File: config.mk
export PLATFORM = sky130hd
export DESIGN_NAME = sysbus_arbiter
export DESIGN_NICKNAME = d
export VERILOG_FILES = /design/src/rtl/sysbus_arbiter.sv
export SDC_FILE = /design/constraint.sdc
export NUM_CORES = 1
export LEC_CHECK = 0
export ABC_AREA = 1
export BUFFER_PORTS_ARGS = -buffer_cell sky130_fd_sc_hd__buf_4
export CORE_AREA = 3 3 213 215
export CTS_CLUSTER_DIAMETER = 30
export DETAILED_ROUTE_END_ITERATION = 12
export DIE_AREA = 0 0 216 218
export GPL_ROUTABILITY_DRIVEN = 0
export PLACE_DENSITY_LB_ADDON = 0.3
export SETUP_SLACK_MARGIN = 0.15
export SLEW_MARGIN = 20
export SYNTH_ARGS = -nofsm -noshare
export SYNTH_HDL_FRONTEND = slang
export SYNTH_SLANG_ARGS = --single-unit
File: constraint.sdc
create_clock -name clk_i -period 1.6 [get_ports clk_i]
set_input_delay 0.08 -clock clk_i [delete_from_list [all_inputs] [get_ports clk_i]]
set_output_delay 0.08 -clock clk_i [all_outputs]
set_load 0.02 [all_outputs]
File: src/rtl/sysbus_arbiter.sv
// ---------------------------------------------------------------------------
// sysbus_arbiter
//
// Purpose:
//   Two-master round-robin arbiter and address decoder for the 32-bit system
//   bus. The winning master's qualifiers are forwarded onto the shared bus
//   and its address is decoded into a one-hot chip enable. The addressed
//   slave's grant and read data are returned to that master only. Unmapped
//   addresses and slaves that never answer are ended with an error pulse.
//
// Ports:
//   clk_i        system clock
//   rst_ni       synchronous active-low reset
//   mN_req_i     master N request, held with its qualifiers until mN_gnt_o
//   mN_addr_i    master N byte address
//   mN_wdata_i   master N write data
//   mN_we_i      master N write (1) / read (0)
//   mN_hb_i      master N access size (00 byte, 01 half, 10 word)
//   mN_gnt_o     master N one-cycle transfer-complete pulse
//   mN_err_o     master N error flag, qualified by mN_gnt_o
//   mN_rdata_o   master N read data, valid while mN_gnt_o is high
//   bus_addr_o   owner's address while a transfer is in progress
//   bus_wdata_o  owner's write data while a transfer is in progress
//   bus_we_o     write strobe
//   bus_re_o     read strobe
//   bus_hb_o     owner's access size
//   bus_req_o    high while a transfer is in progress
//   bus_ce_o     one-hot slave select
//   s_gnt_i      per-slave grant, bit k from slave k
//   s_rdata_i    per-slave read data, slave k on bits [32k+31:32k]
// ---------------------------------------------------------------------------
module sysbus_arbiter #(
    parameter int unsigned TIMEOUT = 15
) (
    input  logic         clk_i,
    input  logic         rst_ni,

    input  logic         m0_req_i,
    input  logic [31:0]  m0_addr_i,
    input  logic [31:0]  m0_wdata_i,
    input  logic         m0_we_i,
    input  logic [1:0]   m0_hb_i,
    output logic         m0_gnt_o,
    output logic         m0_err_o,
    output logic [31:0]  m0_rdata_o,

    input  logic         m1_req_i,
    input  logic [31:0]  m1_addr_i,
    input  logic [31:0]  m1_wdata_i,
    input  logic         m1_we_i,
    input  logic [1:0]   m1_hb_i,
    output logic         m1_gnt_o,
    output logic         m1_err_o,
    output logic [31:0]  m1_rdata_o,

    output logic [31:0]  bus_addr_o,
    output logic [31:0]  bus_wdata_o,
    output logic         bus_we_o,
    output logic         bus_re_o,
    output logic [1:0]   bus_hb_o,
    output logic         bus_req_o,
    output logic [7:0]   bus_ce_o,

    input  logic [7:0]   s_gnt_i,
    input  logic [255:0] s_rdata_i
);

    typedef enum logic [1:0] {
        IDLE   = 2'd0,
        ACCESS = 2'd1,
        ERR    = 2'd2
    } state_t;

    localparam logic [7:0] TMO_LAST = 8'(TIMEOUT - 1);

    state_t      state_q, state_d;
    logic        owner_q, owner_d;
    logic        last_q, last_d;
    logic [7:0]  tmo_q, tmo_d;

    logic        ownReq;
    logic [31:0] ownAddr;
    logic [31:0] ownWdata;
    logic        ownWe;
    logic [1:0]  ownHb;
    logic [2:0]  slaveIdx;
    logic        slaveMapped;
    logic        slaveGnt;
    logic [31:0] slaveRdata;

    logic        xferGnt;
    logic        xferErr;
    logic [31:0] xferRdata;

    // Select the current owner's request and qualifiers. Address bit 31 set
    // means region 8..15, none of which has a slave behind it.
    always_comb begin
        ownReq      = owner_q ? m1_req_i   : m0_req_i;
        ownAddr     = owner_q ? m1_addr_i  : m0_addr_i;
        ownWdata    = owner_q ? m1_wdata_i : m0_wdata_i;
        ownWe       = owner_q ? m1_we_i    : m0_we_i;
        ownHb       = owner_q ? m1_hb_i    : m0_hb_i;
        slaveIdx    = ownAddr[30:28];
        slaveMapped = ~ownAddr[31];
        slaveGnt    = s_gnt_i[slaveIdx];
        slaveRdata  = s_rdata_i[{slaveIdx, 5'b00000} +: 32];
    end

    // State, owner, fairness and timeout registers.
    always_ff @(posedge clk_i) begin
        if (!rst_ni) begin
            state_q <= IDLE;
            owner_q <= 1'b0;
            last_q  <= 1'b1;
            tmo_q   <= 8'd0;
        end else begin
            state_q <= state_d;
            owner_q <= owner_d;
            last_q  <= last_d;
            tmo_q   <= tmo_d;
        end
    end

    // Next-state and output logic. An owner that drops its request is
    // treated as an abort and takes precedence over a same-cycle slave
    // grant, so a master never sees a pulse for a transfer it withdrew.
    // A slave grant in the final timeout cycle still completes normally.
    // All outputs are forced low while reset is asserted so nothing leaks
    // out of the cycle in which reset arrives mid-transfer.
    always_comb begin
        state_d     = state_q;
        owner_d     = owner_q;
        last_d      = last_q;
        tmo_d       = tmo_q;
        xferGnt     = 1'b0;
        xferErr     = 1'b0;
        xferRdata   = 32'd0;
        bus_addr_o  = 32'd0;
        bus_wdata_o = 32'd0;
        bus_we_o    = 1'b0;
        bus_re_o    = 1'b0;
        bus_hb_o    = 2'b00;
        bus_req_o   = 1'b0;
        bus_ce_o    = 8'd0;

        case (state_q)
            IDLE: begin
                if (m0_req_i || m1_req_i) begin
                    owner_d = (m0_req_i && m1_req_i) ? ~last_q : m1_req_i;
                    tmo_d   = 8'd0;
                    state_d = ACCESS;
                end
            end

            ACCESS: begin
                bus_addr_o  = ownAddr;
                bus_wdata_o = ownWdata;
                bus_we_o    = ownWe;
                bus_re_o    = ~ownWe;
                bus_hb_o    = ownHb;
                bus_req_o   = 1'b1;
                bus_ce_o    = slaveMapped ? (8'h01 << slaveIdx) : 8'h00;

                if (!ownReq) begin
                    state_d = IDLE;
                end else if (!slaveMapped) begin
                    state_d = ERR;
                end else if (slaveGnt) begin
                    xferGnt   = 1'b1;
                    xferRdata = slaveRdata;
                    last_d    = owner_q;
                    state_d   = IDLE;
                end else if (tmo_q == TMO_LAST) begin
                    state_d = ERR;
                end else begin
                    tmo_d = tmo_q + 8'd1;
                end
            end

            ERR: begin
                xferGnt = 1'b1;
                xferErr = 1'b1;
                last_d  = owner_q;
                state_d = IDLE;
            end

            default: begin
                state_d = IDLE;
            end
        endcase

        m0_gnt_o   = xferGnt & ~owner_q;
        m0_err_o   = xferErr & ~owner_q;
        m0_rdata_o = owner_q ? 32'd0 : xferRdata;
        m1_gnt_o   = xferGnt & owner_q;
        m1_err_o   = xferErr & owner_q;
        m1_rdata_o = owner_q ? xferRdata : 32'd0;

        if (!rst_ni) begin
            m0_gnt_o    = 1'b0;
            m0_err_o    = 1'b0;
            m0_rdata_o  = 32'd0;
            m1_gnt_o    = 1'b0;
            m1_err_o    = 1'b0;
            m1_rdata_o  = 32'd0;
            bus_addr_o  = 32'd0;
            bus_wdata_o = 32'd0;
            bus_we_o    = 1'b0;
            bus_re_o    = 1'b0;
            bus_hb_o    = 2'b00;
            bus_req_o   = 1'b0;
            bus_ce_o    = 8'd0;
        end
    end

endmodule

# After elaboration in Yosys (flattened, before gate mapping)
# Cells that the tools add are included.
[totals] ff_bits=12 in_bits=402 out_inout_bits=145 wordCells=90
[classes] n_mux=56 n_addsub=1 shifts=2 n_reduce_logical=9 bitwise=7 eq_ne=10 magnitude_cmp=1
[op_table] operator="32-bit 2-to-1 mux" n=14
[op_table] operator="256-bit by 9-bit variable part select with 32-bit output" n=1
[op_table] operator="8-bit 2-to-1 mux" n=8
[op_table] operator="1-bit 2-to-1 mux" n=21
[op_table] operator="2-bit 2-to-1 mux" n=8
[op_table] operator="8-bit one-hot mux with 2 select lines" n=1
[op_table] operator="2-bit inequality test (second input constant)" n=6
[op_table] operator="8-bit by 1-bit adder with 8-bit output (second input constant)" n=1
[op_table] operator="8-bit by 4-bit == test with 1-bit output (second input constant)" n=1
[op_table] operator="1-bit by 3-bit left shift with 8-bit output (first input constant)" n=1
[op_table] operator="6-bit AND reduction" n=1
[op_table] operator="5-bit inequality test (second input constant)" n=1
[op_table] operator="1-bit bitwise AND" n=4
[op_table] operator="3-bit by 4-bit less-than comparator with 1-bit output (second input constant)" n=1
[op_table] operator="1-bit one-hot mux with 2 select lines" n=2
[op_table] operator="2-bit one-hot mux with 2 select lines" n=1
[op_table] operator="2-bit AND reduction" n=2
[op_table] operator="4-bit AND reduction" n=1
[op_table] operator="2-bit nonzero test" n=2
[op_table] operator="1-bit binary-select mux with 3-bit select" n=1
[op_table] operator="1-bit inverter" n=3
[op_table] operator="2-bit by 1-bit == test with 1-bit output (second input constant)" n=1
[op_table] operator="2-bit == test (second input constant)" n=1
[op_table] operator="2-bit logical NOT" n=1
[op_table] operator="2 further kinds" n=2

# Depth between registers and ports, before layout
# Gate-level depths: netlist of the first run.
[logic_depth] ltp_word=9 ltp_mapped=13

# Worst setup path before layout of the first run
# No wires, ideal clock.
[synth_timing] path_kind="register to output" from="register owner_q" to="output port m0_rdata_o[26]" t_arrival_ns=1.739 path_slack_ns=-0.219 n_path_buf=3 stages_incl_launch_ff=12 path_cell_list="dfxtp_1 -> buf_6 -> nand2_2 -> nand2_4 -> nor2_1 -> buf_6 -> buf_2 -> nand2_1 -> nand2_1 -> o31ai_1 -> nand3_1 -> nor2_1"
[synth_between] elab_chain_cells=9
[synth_rtl] element="start, declared" line_no="77" rtl="logic owner_q, owner_d;"
[synth_rtl] element="start signal, assigned" line_no="118" rtl="owner_q <= owner_d;"
[synth_rtl] element="parallel branches: the longest is 7 deep, another holds 256-bit by 9-bit variable part select with 32-bit output"
[synth_rtl] element="32-bit 2-to-1 mux *" line_no="194" rtl="m0_rdata_o = owner_q ? 32'd0 : xferRdata;"
[synth_rtl] element="32-bit 2-to-1 mux *" line_no="199" rtl="if (!rst_ni) begin"
[synth_rtl] element="end, declared" line_no="45" rtl="output logic [31:0] m0_rdata_o,"
# Mark *: on every way between the ends. The select of a mux whose other input is x is not followed.

# Worst setup path after layout of the first run
[layout_timing] from="register owner_q" to="output port m1_rdata_o[31]"
[layout_between] elab_chain_cells=9
[layout_rtl] element="parallel branches: the longest is 7 deep, another holds 256-bit by 9-bit variable part select with 32-bit output"
[layout_rtl] element="32-bit 2-to-1 mux *" line_no="197" rtl="m1_rdata_o = owner_q ? xferRdata : 32'd0;"
[layout_rtl] element="32-bit 2-to-1 mux *" line_no="199"
[layout_rtl] element="end, declared" line_no="54" rtl="output logic [31:0] m1_rdata_o,"
# Marks and branches as above.

==> run summary, run 1 <==
minimum clock period - 2279 ps
vias per inst - 4.211
die height - 218 um
Net Count, Synth - 1,484
Post-route DRC - 0
initial core utilization - 11.64%
Post-synth top flop - dfxtp_1
failing checks - setup timing
Vias - 9,783
commonest non-fill, non-tap cells in the layout - buf_4, nand2_1, inv_1, buf_6, nor2_1
Die W - 216 um
final period utilization - 142.4%
Switch Pwr - 0.003267 W
TritonRoute pass-1 iters - 5
critical-path maximum fanout - 16
ratio of cells with drive above 1 in the final layout - 62.70%
Nets - 2,137
initial antenna violation count - 7
DP Worst Slack - -783.8 ps
Int Pwr - 0.003593 W
Warnings, synthesis - 0
Cells after Synth - 1,077
core box area - 43,930 um2
sequential cell area fraction in the yosys report - 4.697%
slack of the critical path - -678.6 ps
max cap viols - 0
Max Slew Vio Count - 0
synthesis-to-finish area growth - 188.8%
Total Routing Usage GR - 16.20%
CTS tree - done
Fin. Hold Viols - 0
CP Cell Sequence - buf_4, o21ai_4, buf_4, buf_4, o31ai_2, buf_4, nand3_1, buf_6, nor2_4, buf_4
Clock Power Share - 7.7%
Buffers on Ports - 546
vias in the first global route - 9,912
Overall Power - 0.006860 W
num rows - 77
Max-slew headroom - 70.42%
slowest CP cell - dfxtp_4
critical path's top delay family - buffers and inverters
ys async rst share - 0%
clock slew at reported path FFs - 50 ps
combinational share of power - 86.4%
P_leak - 6.857 nW
worst IR drop on VDD - 294.8 uV
Crit path top cell by count - buf_4
Clock Latency Late Sink - 240 ps
largest net degree at the start of global routing - 44
CTS Sinks - 12
most common cell after layout, fill and taps aside - buf_4
WL/cell - 18.31 um
CP bufs+invs - 6
unrepaired setup endpoints after global routing - true
DRT Wirelength - 42,530 um
Fin Clk Skew - 4.184 ps
DRT iter0 DRCs - 562
PwrDens - 464.4 nW/um2
IO Pins - 547
TritonCTS buffer count - 3
Worst path max stage delay - 370 ps
status - finished, violations left
Switching Share - 47.62%
measured slew at the worst slew-check pin - 440.3 ps
Critical Path AT - 2200 ps
CP Class - flip-flop to primary output
H-Tree Depth - 1
Final ANT Viol Nets - 0
Clk Tree Root Cell - clkbuf_16
count of cell types in the netlist - 29
number of hold buffers added after cts - 0
Mean Syn Cell Area - 4.749 um2
clock buffer depth - 2
total grt overflow - 0
final setup vio count - 151
DPL Wire Length - 33,740 um
Critical Path RT - 1520 ps
Max Fclk - 0.4389 GHz
Seq pwr share - 5.9%
Crit. End Element - primary output
worst hold-check path type - primary input to flip-flop
flops & latches, synth - 12
global-route wire length before repair - 59,370 um
CP Launch Type - flip-flop
Die Footprint - 47,090 um2
EDFF count, synth - 0
synthesized cell area - 5115 um2
[cell usage after synthesis, types with 2 or more instances]
cell type	n	share of area, %
a21oi_1	12	1.2
buf_1	3	0.22
buf_2	22	2.2
buf_4	7	1.0
buf_6	11	2.4
clkbuf_1	41	3.0
dfxtp_1	12	4.7
ha_1	5	1.2
inv_1	157	12
inv_2	2	0.15
nand2_1	242	18
nand2_2	3	0.37
nand2_4	4	0.88
nand3_1	47	4.6
nand4_1	4	0.49
nor2_1	233	17
nor3_1	191	19
o21ai_0	7	0.68
o21ai_2	2	0.34
o31ai_1	57	8.4
o31ai_2	7	1.7
[stage by stage]
step           cell area [um2]  TNS, ps  hold WS (ps)  std cells  utilization [%]
5_1_grt                  14770   -62870         165.2       2322            33.62
3_3_place_gp             11970   -45110         381.9       2260            27.25
3_5_place_dp             11970   -48060         380.2       2260            27.25
4_1_cts                  13430   -62330         125.7       2290            30.57
6_report                 14770   -49700         158.2       2323            33.62
2_1_floorplan             6414    -5716         281.4       1077                -
[timing repair]
item,4_1_cts,5_1_grt
cloned,5,9
gates resized for setup,209,245
pin swaps,52,44
buffers inserted,21,22
endpoints found under the setup margin,157,157
[final timing paths]
| check | cells past startpoint | startpoint | endpoint | slack [ps] |
|---|---|---|---|---|
| min reg2reg | 2 | last_q | last_q | 490 |
| max reg2reg | 12 | owner_q | tmo_q[4] | -270 |
| min | 2 | rst_ni | last_q | 160 |
| max | 10 | owner_q | m1_rdata_o[31] | -680 |
[sequential cells by signal, indices dropped and copies added (netlist names)]
name	count
last_q	1
tmo_q	8
state_q	2
owner_q	1
[power by group through the flow]
stage | clock network, W | registers [W] | logic, W
finish | 0.000527 | 0.000403 | 0.00593
global route | 0.000556 | 0.000411 | 0.00635
CTS | 0.000541 | 0.000396 | 0.00529
detailed placement | 0 | 0.000401 | 0.00450
global placement | 0 | 0.000398 | 0.00448
floorplan | 0 | 0.000393 | 0.00235
[final cells by class]
class | count | area (um2)
clock buffer | 4 | 88.84
timing repair buffer | 732 | 6927
antenna | 2 | 5.005
multi-input combinational | 822 | 6155
tap | 592 | 740.7
inverter | 159 | 606.8
sequential | 12 | 249.0
fill | 4683 | 29160
[per-layer routing]
| layer | track usage (%) | up-vias | wire, um |
|---|---|---|---|
| met1 | 18.73 | 4539 | 16470 |
| met5 | 0 | - | 46 |
| met2 | 29.89 | 426 | 21610 |
| met4 | 3.764 | 8 | 1124 |
| li1 | - | 4738 | - |
| met3 | 4.166 | 72 | 3287 |
[kinds of logic (layout without fill, tap and decap cells)]
| logic type | after synthesis | count (layout) | share of synthesized area [%] |
|---|---|---|---|
| AOI/OAI and AO/OA | 88 | 88 | 12.67 |
| xor gates and xnor gates | 1 | 1 | 0.1713 |
| adders and majority gates | 5 | 5 | 1.223 |
| buffers and inverters | 243 | 895 | 20.50 |
| DFF | 12 | 12 | 4.697 |
| other | 0 | 2 | 0 |
| and+or+nand+nor | 728 | 728 | 60.74 |
No activity file was read; power rests on OpenSTA's default activity.
==> inputs of run 2 (changes only) <==
GPL_TIMING_DRIVEN = 0   (was not set)
PLACE_DENSITY = 0.46   (was not set)
PLACE_DENSITY_LB_ADDON = not set   (was 0.3)
==> run 2 against run 1 <==
Compared with the run above: the run still ends with setup timing left; via count decreased by 0.98%; critical endpoint is now m1_rdata_o[6]; first-iteration DRC count is 26% lower; register-to-register slack worse by 20 ps; die area is the same; core utilization fell by 0.89 points; final cell count is 2.1% lower; highest routed layer unchanged.
==> run summary, run 2 (same netlist as run 1, synthesis figures left out) <==
Max Fclk - 0.4103 GHz (-6.5%)
DRT Wirelength - 46,340 um (+8.9%)
total grt overflow - 0 (unchanged)
Crit path top cell by count - buf_6
final period utilization - 152.3% (+9.9 points)
GRT busiest layer - met2
Fin Clk Skew - 8.488 ps (+4.304 ps)
Clk Tree Root Cell - clkbuf_16
vias in the first global route - 10,126 (+2.2%)
TritonCTS buffer count - 3 (unchanged)
GR Util met1 - 21.83% (+3.1 points)
clock slew at reported path FFs - 50 ps (about the same)
global-route wire length before repair - 65,990 um (+11%)
H-Tree Depth - 1 (unchanged)
failing checks - setup timing
critical path's top delay family - buffers and inverters
worst hold-check path type - primary input to flip-flop
P_leak - 6.576 nW (-4.1%)
Nets - 2,091 (-2.2%)
fillers - 4,781 (+2.1%)
WL/cell - 20.38 um (+11%)
worst IR drop on VDD - 239.4 uV (-19%)
commonest non-fill, non-tap cells in the layout - buf_4, nand2_1, buf_6, inv_1, nor2_1
Min Hold Slack - 142.4 ps (-15.80 ps)
Buffers on Ports - 545 (-0.18%)
CTS Sinks - 12 (unchanged)
Critical Path RT - 1520 ps (about the same)
status - finished, violations left
num rows - 77 (unchanged)
Fin. Hold Viols - 0 (unchanged)
met3 usage - 3.790% (-0.38 points)
Top reg by flops - tmo_q
Reg2Reg Setup Slack - -290 ps (-20 ps)
largest net degree at the start of global routing - 11 (-75%)
ratio of cells with drive above 1 in the final layout - 60.29% (-2.4 points)
DRT iter0 DRCs - 415 (-26%)
initial core utilization - 11.64% (unchanged)
Die Footprint - 47,090 um2 (unchanged)
CP Cell Sequence - o21ai_4, buf_12, nor2_4, buf_6, buf_4, buf_6, nand2_1, nand2_1, o31ai_2, nand3_4, nor2_4, buf_6
core box area - 43,930 um2 (unchanged)
Total Routing Usage GR - 18.62% (+2.4 points)
Max-slew headroom - 43.64% (-27 points)
DPL Wire Length - 37,770 um (+12%)
minimum clock period - 2437 ps (+158.5 ps)
most common cell after layout, fill and taps aside - buf_4
measured slew at the worst slew-check pin - 845.4 ps (+405.2 ps)
Die W - 216 um (unchanged)
CP Launch Type - flip-flop
grt met2 use - 34.46% (+4.6 points)
critical-path maximum fanout - 10 (-6)
CP bufs+invs - 5 (-1)
CTS tree - done
Final ANT Viol Nets - 0 (unchanged)
Overall Power - 0.006639 W (-3.2%)
IO Pins - 547 (unchanged)
PwrDens - 461.7 nW/um2 (-0.60%)
Vias - 9,687 (-0.98%)
CP Class - flip-flop to primary output
initial antenna violation count - 1 (-6)
Max Slew Vio Count - 0 (unchanged)
setup TNS - -67,180 ps (-17,480 ps)
Worst path max stage delay - 380 ps (about the same)
number of hold buffers added after cts - 0 (unchanged)
Critical Path AT - 2360 ps (+160 ps)
vias per inst - 4.260 (+1.2%)
Largest register FFs - 8 (unchanged)
Post-route DRC - 0 (unchanged)
clock buffer depth - 2 (unchanged)
Ant. Diodes - 0 (-2)
slack of the critical path - -837.1 ps (-158.5 ps)
slowest CP cell - o31ai_2
max cap viols - 0 (unchanged)
synthesis-to-finish area growth - 181.2%
Largest regs - tmo_q: 8 flops, state_q: 2 flops
final setup vio count - 154 (+2.0%)
die height - 218 um (unchanged)
Crit. End Element - primary output
Clock Latency Late Sink - 250 ps (about the same)
TritonRoute pass-1 iters - 5 (unchanged)
unrepaired setup endpoints after global routing - true
run 2: changes by cell type in the layout (fill, tap and decap cells not counted), moves of 12 or more:
cell and change:
nor3_2 -15, clkbuf_4 +13, buf_4 -75, nand3_4 +12, nor2_2 -31, nor2_4 +21, nor3_1 +16
run 2: path summary, 6_finish.rpt:
check	to	start	cells after the start
worst max-delay path	m1_rdata_o[6]	owner_q	12
worst min-delay path	owner_q	m0_req_i	4
worst max register to register	tmo_q[5]	state_q[1]	11
worst min register to register	last_q	last_q	2
run 2: worst reg2reg max path: cells and delay by family, from the launching register on:
| family | cells | cell delay, ps |
|---|---|---|
| AND/OR/NAND/NOR | 4 | 530 |
| AO/OA/AOI/OAI | 2 | 420 |
| buffers and inverters | 4 | 370 |
| flip-flops | 1 | 320 |
| adder cells (fa/ha/maj) | 1 | 170 |
run 2: per-stage QoR:
stage | cell area, um2 | setup WS, ps | util [%] | instances
detailed placement | 11250 | -1337 | 25.60 | 2214
global placement | 11250 | -1318 | 25.60 | 2214
global route | 14380 | -926.4 | 32.74 | 2274
floorplan | 6414 | -104.6 | - | 1077
CTS | 13570 | -890.2 | 30.88 | 2262
finish | 14380 | -837.1 | 32.74 | 2274
run 2: cell type report:
cell class	count	area, um2	share of cell area [%]
sequential	12	246.5	1.714
clock buffer	3	75.07	0.5220
tap	592	740.7	5.151
multi-input combinational	822	6314	43.90
inverter	159	599.3	4.167
buffer	84	1035	7.195
timing repair buffer	602	5371	37.35
run 2: repair_timing:
action,CTS,global route
gates resized for setup,390,178
pin swaps,64,59
cloned,8,2
endpoints found under the setup margin,157,156
buffers inserted,37,10
endpoints found under the hold margin,0,0
run 2: layer usage:
metal	share of wire [%]	wire, um	vias to the layer above
met5	0.028	13	-
met4	2.9	1363	2
met3	7.0	3262	66
met2	51	23430	462
met1	39	18270	4506
li1	-	-	4651
run 2: report_power, final:
part / total [W] / internal (W) / switching (W)
Combinational: 0.00577 / 0.00252 / 0.00324
Sequential: 0.000407 / 0.000349 / 0.0000578
Clock: 0.000467 / 0.000327 / 0.000140
==> inputs of run 3 (changes only) <==
MAX_ROUTING_LAYER = met4   (was not set)
==> run 3 against run 2 <==
Compared with the run above: the run still ends with setup timing left; non-clock buffer count is 2 higher; core utilization is 0.080 points higher; fmax is 0.47% higher; setup slack better by 11 ps; worst hold slack better by 4.8 ps; total power is 0.30% higher; clock skew is 3.7 ps lower; sequential power hardly changed; combinational power hardly changed; routed wire length is 0.81% higher; first-iteration DRC count is 10% higher; sequential cell count stayed put; largest cell class unchanged; largest power group unchanged.
==> run summary, run 3 (same netlist as run 1, synthesis figures left out) <==
Max Fclk - 0.4122 GHz (+0.47%)
Max Slew Vio Count - 0 (unchanged)
clock slew at reported path FFs - 50 ps (about the same)
Crit. End Element - primary output
Final ANT Viol Nets - 0 (unchanged)
Largest register FFs - 8 (unchanged)
worst hold-check path type - primary input to flip-flop
worst r2r dst - tmo_q[5]
core box area - 43,930 um2 (unchanged)
H-Tree Depth - 1 (unchanged)
Seq pwr share - 6.1% (about the same)
CTS Sinks - 12 (unchanged)
Hold Crit Depth - 4 (unchanged)
minimum clock period - 2426 ps (-11.33 ps)
WL/cell - 20.51 um (+0.68%)
num rows - 77 (unchanged)
measured slew at the worst slew-check pin - 783.0 ps (-62.40 ps)
Worst Hold End - owner_q
combinational share of power - 86.9% (about the same)
P_leak - 6.593 nW (+0.26%)
critical-path maximum fanout - 10 (unchanged)
PwrDens - 461.9 nW/um2 (about the same)
die height - 218 um (unchanged)
IO Pins - 547 (unchanged)
global-route wire length before repair - 65,750 um (-0.37%)
Die W - 216 um (unchanged)
synthesis-to-finish area growth - 181.8%
Largest regs - tmo_q: 8 flops, state_q: 2 flops
DPL Wire Length - 37,770 um (unchanged)
setup TNS - -69,070 ps (-1885 ps)
Clk Tree Root Cell - clkbuf_16
DRT Wirelength - 46,710 um (+0.81%)
Reg2Reg Setup Slack - -280 ps (about the same)
Switching Share - 51.78% (about the same)
slack of the critical path - -825.7 ps (+11.33 ps)
Buffers on Ports - 545 (unchanged)
initial antenna violation count - 1 (unchanged)
unrepaired setup endpoints after global routing - true
failing checks - setup timing
Total Routing Usage GR - 19.16% (+0.54 points)
Fin Clk Skew - 4.752 ps (-3.736 ps)
final setup vio count - 155 (+0.65%)
total grt overflow - 0 (unchanged)
worst IR drop on VDD - 236.5 uV (-1.2%)
CP Launch Type - flip-flop
DRT iter0 DRCs - 458 (+10%)
Core Util, Final - 32.82% (+0.080 points)
Fin. Hold Viols - 0 (unchanged)
Worst R2R Start - state_q[1]
worst min-delay path startpoint - m0_req_i
commonest non-fill, non-tap cells in the layout - buf_4, nand2_1, buf_6, inv_1, nor2_1
Post-route DRC - 0 (unchanged)
Critical Path RT - 1520 ps (about the same)
Int Pwr - 0.003211 W (+0.36%)
Max-slew headroom - 47.80% (+4.2 points)
Vias - 9,703 (+0.17%)
initial core utilization - 11.64% (unchanged)
Register-to-Register Path Depth - 11 (unchanged)
Top reg by flops - tmo_q
max cap viols - 0 (unchanged)
largest net degree at the start of global routing - 11 (unchanged)
Nets - 2,093 (+0.096%)
final period utilization - 151.6% (-0.71 points)
vias per inst - 4.261 (about the same)
Die Footprint - 47,090 um2 (unchanged)
clock buffer depth - 2 (unchanged)
Clock Latency Late Sink - 240 ps (about the same)
vias in the first global route - 10,146 (+0.20%)
DP Worst Slack - -1337 ps (unchanged)
Clock Power Share - 7.0% (about the same)
Switch Pwr - 0.003448 W (+0.25%)
TritonCTS buffer count - 3 (unchanged)
most common cell after layout, fill and taps aside - buf_4
CTS tree - done
ratio of cells with drive above 1 in the final layout - 60.33% (about the same)
TritonRoute pass-1 iters - 5 (unchanged)
fillers - 4,773 (-0.17%)
Critical Path AT - 2350 ps (about the same)
status - finished, violations left
CP Class - flip-flop to primary output
-- run 3: changes by cell type in the layout (fill, tap and decap cells not counted), sizes merged --
cell / previous run / this run
clkbuf: 41 / 40
buf: 648 / 650
diode: 0 / 1
clkdlybuf4s15: 0 / 1
-- run 3: power by group through the flow --
stage / sequential (W) / combinational (W) / clock (W)
2_1_floorplan: 0.000393 / 0.00235 / 0
3_3_place_gp: 0.000405 / 0.00425 / 0
3_5_place_dp: 0.000406 / 0.00427 / 0
4_1_cts: 0.000403 / 0.00534 / 0.000469
5_1_grt: 0.000416 / 0.00618 / 0.000483
6_report: 0.000407 / 0.00579 / 0.000464
-- run 3: worst max-delay path by stage --
stage,start,end,slack (ps),cells after the start
6_report,owner_q,m1_rdata_o[6],-830,12
5_1_grt,owner_q,m0_rdata_o[12],-930,16
4_1_cts,owner_q,m1_rdata_o[1],-890,12
3_5_place_dp,owner_q,m0_rdata_o[0],-1340,10
3_3_place_gp,owner_q,m0_rdata_o[0],-1320,10
2_1_floorplan,owner_q,m0_rdata_o[31],-100,11
-- run 3: metrics by stage --
stage / hold slack [ps] / instance area, um2 / std cells / total power [W]
after floorplan: 281.4 / 6414 / 1077 / 0.002748
after global placement: 401.0 / 11250 / 2214 / 0.004652
after detailed placement: 394.2 / 11250 / 2214 / 0.004677
after CTS: 143.2 / 13570 / 2262 / 0.006212
after global routing: 159.4 / 14420 / 2277 / 0.007077
final: 147.3 / 14420 / 2277 / 0.006659
-- run 3: worst max-delay path, stage by stage, from the launching register on --
cell and delay [ps]:
dfxtp_4 370, o21ai_4 210, buf_12 150, nor2_4 30, buf_6 140, buf_4 140
buf_6 130, nand2_1 60, nand2_1 60, o31ai_2 380, nand3_4 170, nor2_4 120
buf_6 120
-- run 3: final cells by class --
cell class / instances / area, um2 / share of cell area, %
Antenna cell: 1 / 2.502 / 0.01736
Buffer: 84 / 1041 / 7.221
Clock buffer: 3 / 75.07 / 0.5207
Inverter: 159 / 599.3 / 4.157
Multi-Input combinational cell: 822 / 6317 / 43.82
Sequential cell: 12 / 246.5 / 1.710
Tap cell: 592 / 740.7 / 5.138
Timing Repair Buffer: 604 / 5394 / 37.42
-- run 3: what timing repair did --
| item | in CTS | in global routing |
|---|---|---|
| pin swaps | 64 | 58 |
| resized for setup | 390 | 180 |
| setup buffers | 37 | 10 |
| endpoints found under the setup margin | 157 | 156 |
| gates cloned | 8 | 4 |
| hold buffers | 0 | 0 |
-- run 3: routing by layer --
| metal | track usage [%] | vias to the layer above | wire (um) |
|---|---|---|---|
| met3 | 3.706 | 62 | 3130 |
| met5 | - | - | 0 |
| li1 | - | 4645 | - |
| met1 | 21.89 | 4557 | 18590 |
| met4 | 4.793 | 0 | 1245 |
| met2 | 34.52 | 439 | 23750 |
